==> src/rtl/aes_pkg.sv <==
// Shared AES definitions: round count, key-scheduler state encoding, forward S-box and GF(2^8) xtime.
package aes_pkg;

  localparam int AES_NR = 10;
  localparam logic [7:0] RCON_INIT = 8'h01;

  typedef enum logic [1:0] {
    IDLE   = 2'd0,
    EXPAND = 2'd1,
    STREAM = 2'd2,
    ZERO   = 2'd3
  } state_t;

  // Row-major forward S-box; entry 0 occupies the top byte.
  localparam logic [2047:0] SBOX_TABLE = {
    128'h637c777bf26b6fc53001672bfed7ab76,
    128'hca82c97dfa5947f0add4a2af9ca472c0,
    128'hb7fd9326363ff7cc34a5e5f171d83115,
    128'h04c723c31896059a071280e2eb27b275,
    128'h09832c1a1b6e5aa0523bd6b329e32f84,
    128'h53d100ed20fcb15b6acbbe394a4c58cf,
    128'hd0efaafb434d338545f9027f503c9fa8,
    128'h51a3408f929d38f5bcb6da2110fff3d2,
    128'hcd0c13ec5f974417c4a77e3d645d1973,
    128'h60814fdc222a908846eeb814de5e0bdb,
    128'he0323a0a4906245cc2d3ac629195e479,
    128'he7c8376d8dd54ea96c56f4ea657aae08,
    128'hba78252e1ca6b4c6e8dd741f4bbd8b8a,
    128'h703eb5664803f60e613557b986c11d9e,
    128'he1f8981169d98e949b1e87e9ce5528df,
    128'h8ca1890dbfe6426841992d0fb054bb16
  };

  function automatic logic [7:0] sbox(input logic [7:0] b);
    // Byte b sits at bit offset 8*(255-b), and 255-b == ~b for an 8-bit value.
    sbox = SBOX_TABLE[{~b, 3'b000} +: 8];
  endfunction

  function automatic logic [7:0] xtime(input logic [7:0] r);
    xtime = {r[6:0], 1'b0} ^ (r[7] ? 8'h1b : 8'h00);
  endfunction

endpackage

==> src/rtl/aes_key_expand_step.sv <==
// One combinational AES-128 key-expansion step: next round key from the previous one and its rcon.
module aes_key_expand_step
  import aes_pkg::*;
#(
  parameter int KEY_W = 128
) (
  input  logic [KEY_W-1:0] rk_prev,
  input  logic [7:0]       rcon,
  output logic [KEY_W-1:0] rk_next
);

  logic [31:0] w0, w1, w2, w3;
  logic [31:0] rot, sub, t;
  logic [31:0] n0, n1, n2, n3;

  assign {w0, w1, w2, w3} = rk_prev;
  assign rot = {w3[23:0], w3[31:24]};

  for (genvar gi = 0; gi < 4; gi++) begin : g_sbox
    assign sub[8*gi +: 8] = sbox(rot[8*gi +: 8]);
  end

  assign t  = sub ^ {rcon, 24'h000000};
  assign n0 = w0 ^ t;
  assign n1 = w1 ^ n0;
  assign n2 = w2 ^ n1;
  assign n3 = w3 ^ n2;

  assign rk_next = {n0, n1, n2, n3};

endmodule

==> src/rtl/aes_dec_key_sched.sv <==
// AES-128 decrypt round-key source: forward expansion into an 11-entry store, then streams rounds 10..0.
// Optional AES_DEC_KEY_ZEROIZE_EN: wipe the store for one cycle after each stream or flush.
module aes_dec_key_sched
  import aes_pkg::*;
#(
  parameter int NR     = AES_NR,
  parameter int KEY_W  = 128,
  parameter int RIDX_W = 4
) (
  input  logic              clk,
  input  logic              rst_n,
  input  logic [KEY_W-1:0]  key_in,
  input  logic              key_valid,
  output logic              key_ready,
  input  logic              replay,
  input  logic              flush,
  output logic [KEY_W-1:0]  rk_out,
  output logic [RIDX_W-1:0] rk_round,
  output logic              rk_last,
  output logic              rk_valid,
  input  logic              rk_ready,
  output logic              busy
);

  localparam logic [RIDX_W-1:0] LAST_IDX = RIDX_W'(NR);

  state_t              state;
  logic [RIDX_W-1:0]   cnt;
  logic [RIDX_W-1:0]   idx;
  logic [RIDX_W-1:0]   prev_idx;
  logic [7:0]          rcon;
  logic                sched_ok;
  logic [KEY_W-1:0]    store [0:NR];
  logic [KEY_W-1:0]    step_out;

  assign prev_idx = (cnt == '0) ? '0 : cnt - RIDX_W'(1);

  aes_key_expand_step #(
    .KEY_W (KEY_W)
  ) u_step (
    .rk_prev (store[prev_idx]),
    .rcon    (rcon),
    .rk_next (step_out)
  );

  assign rk_round = idx;
  assign rk_out   = rk_valid ? store[idx] : '0;

  always_ff @(posedge clk or negedge rst_n) begin
    if (!rst_n) begin
      state     <= IDLE;
      cnt       <= '0;
      idx       <= '0;
      rcon      <= '0;
      sched_ok  <= 1'b0;
      rk_valid  <= 1'b0;
      rk_last   <= 1'b0;
      busy      <= 1'b0;
      key_ready <= 1'b1;
      for (int i = 0; i <= NR; i++) store[i] <= '0;
    end else if (flush) begin
      // sched_ok is already low during EXPAND (cleared at key load), so an aborted expansion stays unusable.
      rk_valid <= 1'b0;
      rk_last  <= 1'b0;
      idx      <= '0;
      cnt      <= '0;
`ifdef AES_DEC_KEY_ZEROIZE_EN
      state     <= ZERO;
      busy      <= 1'b1;
      key_ready <= 1'b0;
`else
      state     <= IDLE;
      busy      <= 1'b0;
      key_ready <= 1'b1;
`endif
    end else begin
      case (state)
        IDLE: begin
          if (key_valid) begin
            store[0]  <= key_in;
            rcon      <= RCON_INIT;
            cnt       <= RIDX_W'(1);
            sched_ok  <= 1'b0;
            state     <= EXPAND;
            busy      <= 1'b1;
            key_ready <= 1'b0;
          end else if (replay && sched_ok) begin
            idx       <= LAST_IDX;
            rk_valid  <= 1'b1;
            rk_last   <= 1'b0;
            state     <= STREAM;
            busy      <= 1'b1;
            key_ready <= 1'b0;
          end
        end

        EXPAND: begin
          store[cnt] <= step_out;
          rcon       <= xtime(rcon);
          cnt        <= cnt + RIDX_W'(1);
          if (cnt == LAST_IDX) begin
            sched_ok <= 1'b1;
            idx      <= LAST_IDX;
            rk_valid <= 1'b1;
            rk_last  <= 1'b0;
            state    <= STREAM;
          end
        end

        STREAM: begin
          if (rk_ready) begin
            if (idx == '0) begin
              rk_valid <= 1'b0;
              rk_last  <= 1'b0;
`ifdef AES_DEC_KEY_ZEROIZE_EN
              state    <= ZERO;
`else
              state     <= IDLE;
              busy      <= 1'b0;
              key_ready <= 1'b1;
`endif
            end else begin
              idx     <= idx - RIDX_W'(1);
              rk_last <= (idx == RIDX_W'(1));
            end
          end
        end

`ifdef AES_DEC_KEY_ZEROIZE_EN
        ZERO: begin
          for (int i = 0; i <= NR; i++) store[i] <= '0;
          sched_ok  <= 1'b0;
          state     <= IDLE;
          busy      <= 1'b0;
          key_ready <= 1'b1;
        end
`endif

        default: begin
          state     <= IDLE;
          busy      <= 1'b0;
          key_ready <= 1'b1;
          rk_valid  <= 1'b0;
          rk_last   <= 1'b0;
        end
      endcase
    end
  end

endmodule

==> config.mk <==
export PLATFORM = sky130hd
export DESIGN_NAME = aes_dec_key_sched
export DESIGN_NICKNAME = d
export VERILOG_FILES = /design/src/rtl/aes_pkg.sv /design/src/rtl/aes_key_expand_step.sv /design/src/rtl/aes_dec_key_sched.sv
export SDC_FILE = /design/constraint.sdc
export NUM_CORES = 2
export LEC_CHECK = 0
export CORE_MARGIN = 2
export CORE_UTILIZATION = 45
export DETAILED_ROUTE_END_ITERATION = 6
export RECOVER_POWER = 100
export SYNTH_ARGS = -nofsm -noshare
export SYNTH_HDL_FRONTEND = slang
export SYNTH_SLANG_ARGS = --single-unit
==> constraint.sdc <==
create_clock -name clk -period 11.2 [get_ports clk]
set_input_delay 2.24 -clock clk [delete_from_list [all_inputs] [get_ports clk]]
set_output_delay 2.24 -clock clk [all_outputs]
set_load 0.01 [all_outputs]
==> impl_metrics.tcl <==
set metrics [dict create \
    dieArea_um2 207000 \
    path_clk_slew_ps 60 \
    crit_path_end_kind "register" \
    yosysTopAreaCellShare 0.391 \
    holdPathStages 2 \
    drt-pass1-iter-count 7 \
    yosys.area.top_type "dfrtp_1" \
    async_flop_share 1.00 \
    cts.repair.resized 0 \
    synth_cell_types 110 \
    insertion_delay_ps 870 \
    synth_area_leaders "dfrtp_1, o21ai_0, nand2_1, mux4_2, a21oi_1" \
    rows 165 \
    wire_per_inst_um 33.9 \
    vias 92600 \
    place_congestion 1.08 \
    vias_per_cell 7.02 \
    drive_gt1_frac 0.109 \
    criticalPathCategory "reg -> reg" \
    p_seq_frac 0.199 \
    cts-buffers-inserted 166 \
    cp_slowest_cell "dfrtp_1" \
    finalCoreUtilization 0.503 \
    crit_fanout 39 \
    postCtsSetupBuffers 0 \
    max-cap-violations 11 \
    n_fill_cell 19200 \
    areaGrowthSynthToFinish_pct 11.1 \
    ir_drop_v 0.000296 \
    finalClockSkew_ps 57.8 \
    p_sw_w 0.0186 \
    cellLeakagePower_nw 41.0 \
    cts-root-buf "clkbuf_16" \
    worst_pin_slew_ps 7580 \
    max_freq_mhz 96.0 \
    intPower_w 0.0143 \
    synthTopCellsByCount "nand2_1, o21ai_0, dfrtp_1" \
    ctsLongestPathBuffers 3 \
    core_area_um2 202000 \
    grt_pass1_wl_um 641000 \
    cp_slowest_stage_delay_ps 1380 \
    register_area_um2 35800 \
    drc_errors 9 \
    critPathTopFamily "buffers and inverters" \
    rsz0062_at_grt "no" \
    ys_seq_area_frac 0.391 \
    clockPowerShare 0.168 \
    htreeDepth 4 \
    holdPathEnd "key_ready$_DFFE_PN1P_" \
    grt_pass1_vias 88500 \
    yosysMostFrequentCell "nand2_1" \
    min_period_over_period 0.930 \
    synthCells 10700 \
    power.share.switching 0.566 \
    grtUsageTotal 0.423 \
    ff2ff_path_depth 24 \
    syn-num-nets 10900 \
    violations "design-rule violations, max-capacitance violations, max-slew violations" \
    synth_edf_count 0 \
    min_path_type "reg -> reg" \
    period_needed_ps 10420 \
    initial_core_util 0.453 \
    path_common_cell "buf_4" \
    ys.flop_type "dfrtp_1" \
    rr_startpoint "cnt[0]$_DFFE_PN0P_" \
    cts.sinks 1431 \
    reg2reg_to "store[1284]$_DFFE_PN0P_" \
    io_buffers 269 \
    cp-start-kind "register" \
    synth_warnings 0 \
    io_pins 270 \
    die_y_um 455 \
    cp.required_ps 11950 \
    ant_nets 0 \
    grt_max_degree 177 \
    netlist_area_um2 91500 \
    crit_chain "inv_6 -> ha_1 -> or3b_4 -> buf_4 -> mux2i_1 -> o211a_1 -> o22ai_1 -> or2_0 -> clkinv_1 -> buf_4 -> ha_1 -> clkbuf_1 -> o21ai_0 -> nand3_1 -> o311ai_0 -> o211ai_1 -> o32ai_1 -> mux2i_1 -> xnor2_1 -> clkbuf_1 -> xnor2_1 -> buf_4 -> o21ai_0 -> o21a_1" \
    place_hpwl_um 279000 \
    routed_wl_um 448000 \
    hold_viol 0 \
    gr-total-overflow 0 \
    die_w_um 455 \
    cts_tree "done" \
    outcome "finished with violations" \
    rrSetupSlack_ps 780 \
    critical_path_arrival_ps 11170 \
    critPathBufInv 7 \
    synth_seq_cells 1431 \
    fin_nets 10600 \
    avgSynthCellArea_um2 8.53 \
    dr.first_iter.drc_count 14000 \
    relSlewSlack -4.05 \
    p_per_area_nw_per_um2 323 \
    antenna_found_initial 28 \
    p_comb_frac 0.633 \
    fin_setup_tns_ps 0 \
    worst_hold_startpoint "key_ready$_DFFE_PN1P_" \
    multi_input_area_um2 51100 \
    setup_violations 0 \
    finalMaxSlewViolations 413 \
    ctsHoldBuffers 0 \
]
layout make-up:
type	count	area share
multi-input cells	8061	0.503
well taps	2672	0.0329
repair buffers	668	0.0566
flip-flops and latches	1431	0.352
clock inverters	44	0.00563
diodes	17	0.000419
clock buffers	251	0.0477
inverters	46	0.00185
worst register-to-register path, cell delays in order, from the launching register on:
cell and delay (ps):
dfrtp_1 1380, inv_6 510, ha_1 700, or3b_4 870
buf_4 580, mux2i_1 280, o211a_1 160, o22ai_1 90
or2_0 380, clkinv_1 80, buf_4 330, ha_1 490
clkbuf_1 500, o21ai_0 250, nand3_1 170, o311ai_0 260
o211ai_1 210, o32ai_1 100, mux2i_1 1290, xnor2_1 210
clkbuf_1 780, xnor2_1 220, buf_4 220, o21ai_0 120
o21a_1 170
worst max path at each step:
| stage | from | to | slack, ps | cells after the start |
|---|---|---|---|---|
| after detailed placement | cnt[0]$_DFFE_PN0P_ | store[792]$_DFFE_PN0P_ | 1980 | 23 |
| after global routing | cnt[0]$_DFFE_PN0P_ | store[280]$_DFFE_PN0P_ | 730 | 21 |
| final | cnt[0]$_DFFE_PN0P_ | store[1284]$_DFFE_PN0P_ | 780 | 24 |
| after global placement | cnt[0]$_DFFE_PN0P_ | store[536]$_DFFE_PN0P_ | 2020 | 23 |
| after floorplan | cnt[0]$_DFFE_PN0P_ | store[1036]$_DFFE_PN0P_ | 3550 | 33 |
| after CTS | cnt[0]$_DFFE_PN0P_ | store[536]$_DFFE_PN0P_ | 1970 | 23 |
placed cells by master, fill, tap and decap left out, types with 30 or more instances in the layout:
master,instances
a31oi_1,139
o221ai_1,96
o21a_1,39
nor3_1,162
clkbuf_16,167
o311ai_0,46
o32ai_1,36
xnor2_1,120
buf_4,309
mux4_2,260
mux2i_1,159
inv_1,30
ha_1,63
a21oi_1,696
clkbuf_8,35
xor2_1,63
dfrtp_1,1428
and2_0,43
o22ai_1,211
or3_1,54
nor2_1,507
nand3_1,244
a22o_1,114
o22a_1,43
and3_1,80
mux2_2,179
clkdlybuf4s50_1,186
dlygate4sd3_1,82
nand2_1,1987
clkbuf_1,110
o211ai_1,118
a221oi_1,96
a211oi_1,82
nor2b_1,54
and2_1,60
a222oi_1,102
o21ai_0,1588
a311oi_1,106
flip-flops by register name (all words and copies together) (netlist names):
signal	cells
state	2
rk_last	1
rk_round	4
rcon	8
busy	1
sched_ok	1
store	1408
key_ready	1
cnt	4
rk_valid	1
per-layer routing:
metal,track usage,wire [um]
met1,0.557,170000
met5,0,140
met2,0.618,190000
met3,0.106,53000
met4,0.275,34300
through the flow:
| step | power, W | std cells | setup WS (ps) | hold slack [ps] | cell area [um^2] |
|---|---|---|---|---|---|
| 3_5_place_dp | 0.0269 | 12900 | 1980 | 458 | 96500 |
| 4_1_cts | 0.0324 | 13200 | 1970 | 467 | 102000 |
| 5_1_grt | 0.0338 | 13200 | 731 | 480 | 102000 |
| 2_1_floorplan | 0.0176 | 10700 | 3550 | 459 | 91500 |
| 6_report | 0.0328 | 13200 | 782 | 462 | 102000 |
| 3_3_place_gp | 0.0271 | 12900 | 2020 | 461 | 96500 |
cell families after synthesis:
family / share of synthesized area
and+or+nand+nor: 0.154
muxes: 0.104
adders and majority gates: 0.00861
AOI/OAI and AO/OA: 0.267
buffers and inverters: 0.0556
xor gates and xnor gates: 0.0194
DFF: 0.391
power groups by stage:
stage	clock network [W]	registers (W)	logic [W]
floorplan	0	0.00635	0.0113
global placement	0	0.00655	0.0205
detailed placement	0	0.00659	0.0203
CTS	0.00555	0.00651	0.0204
global route	0.00576	0.00661	0.0214
finish	0.00551	0.00654	0.0208
Power figures use the tool's default switching activity.
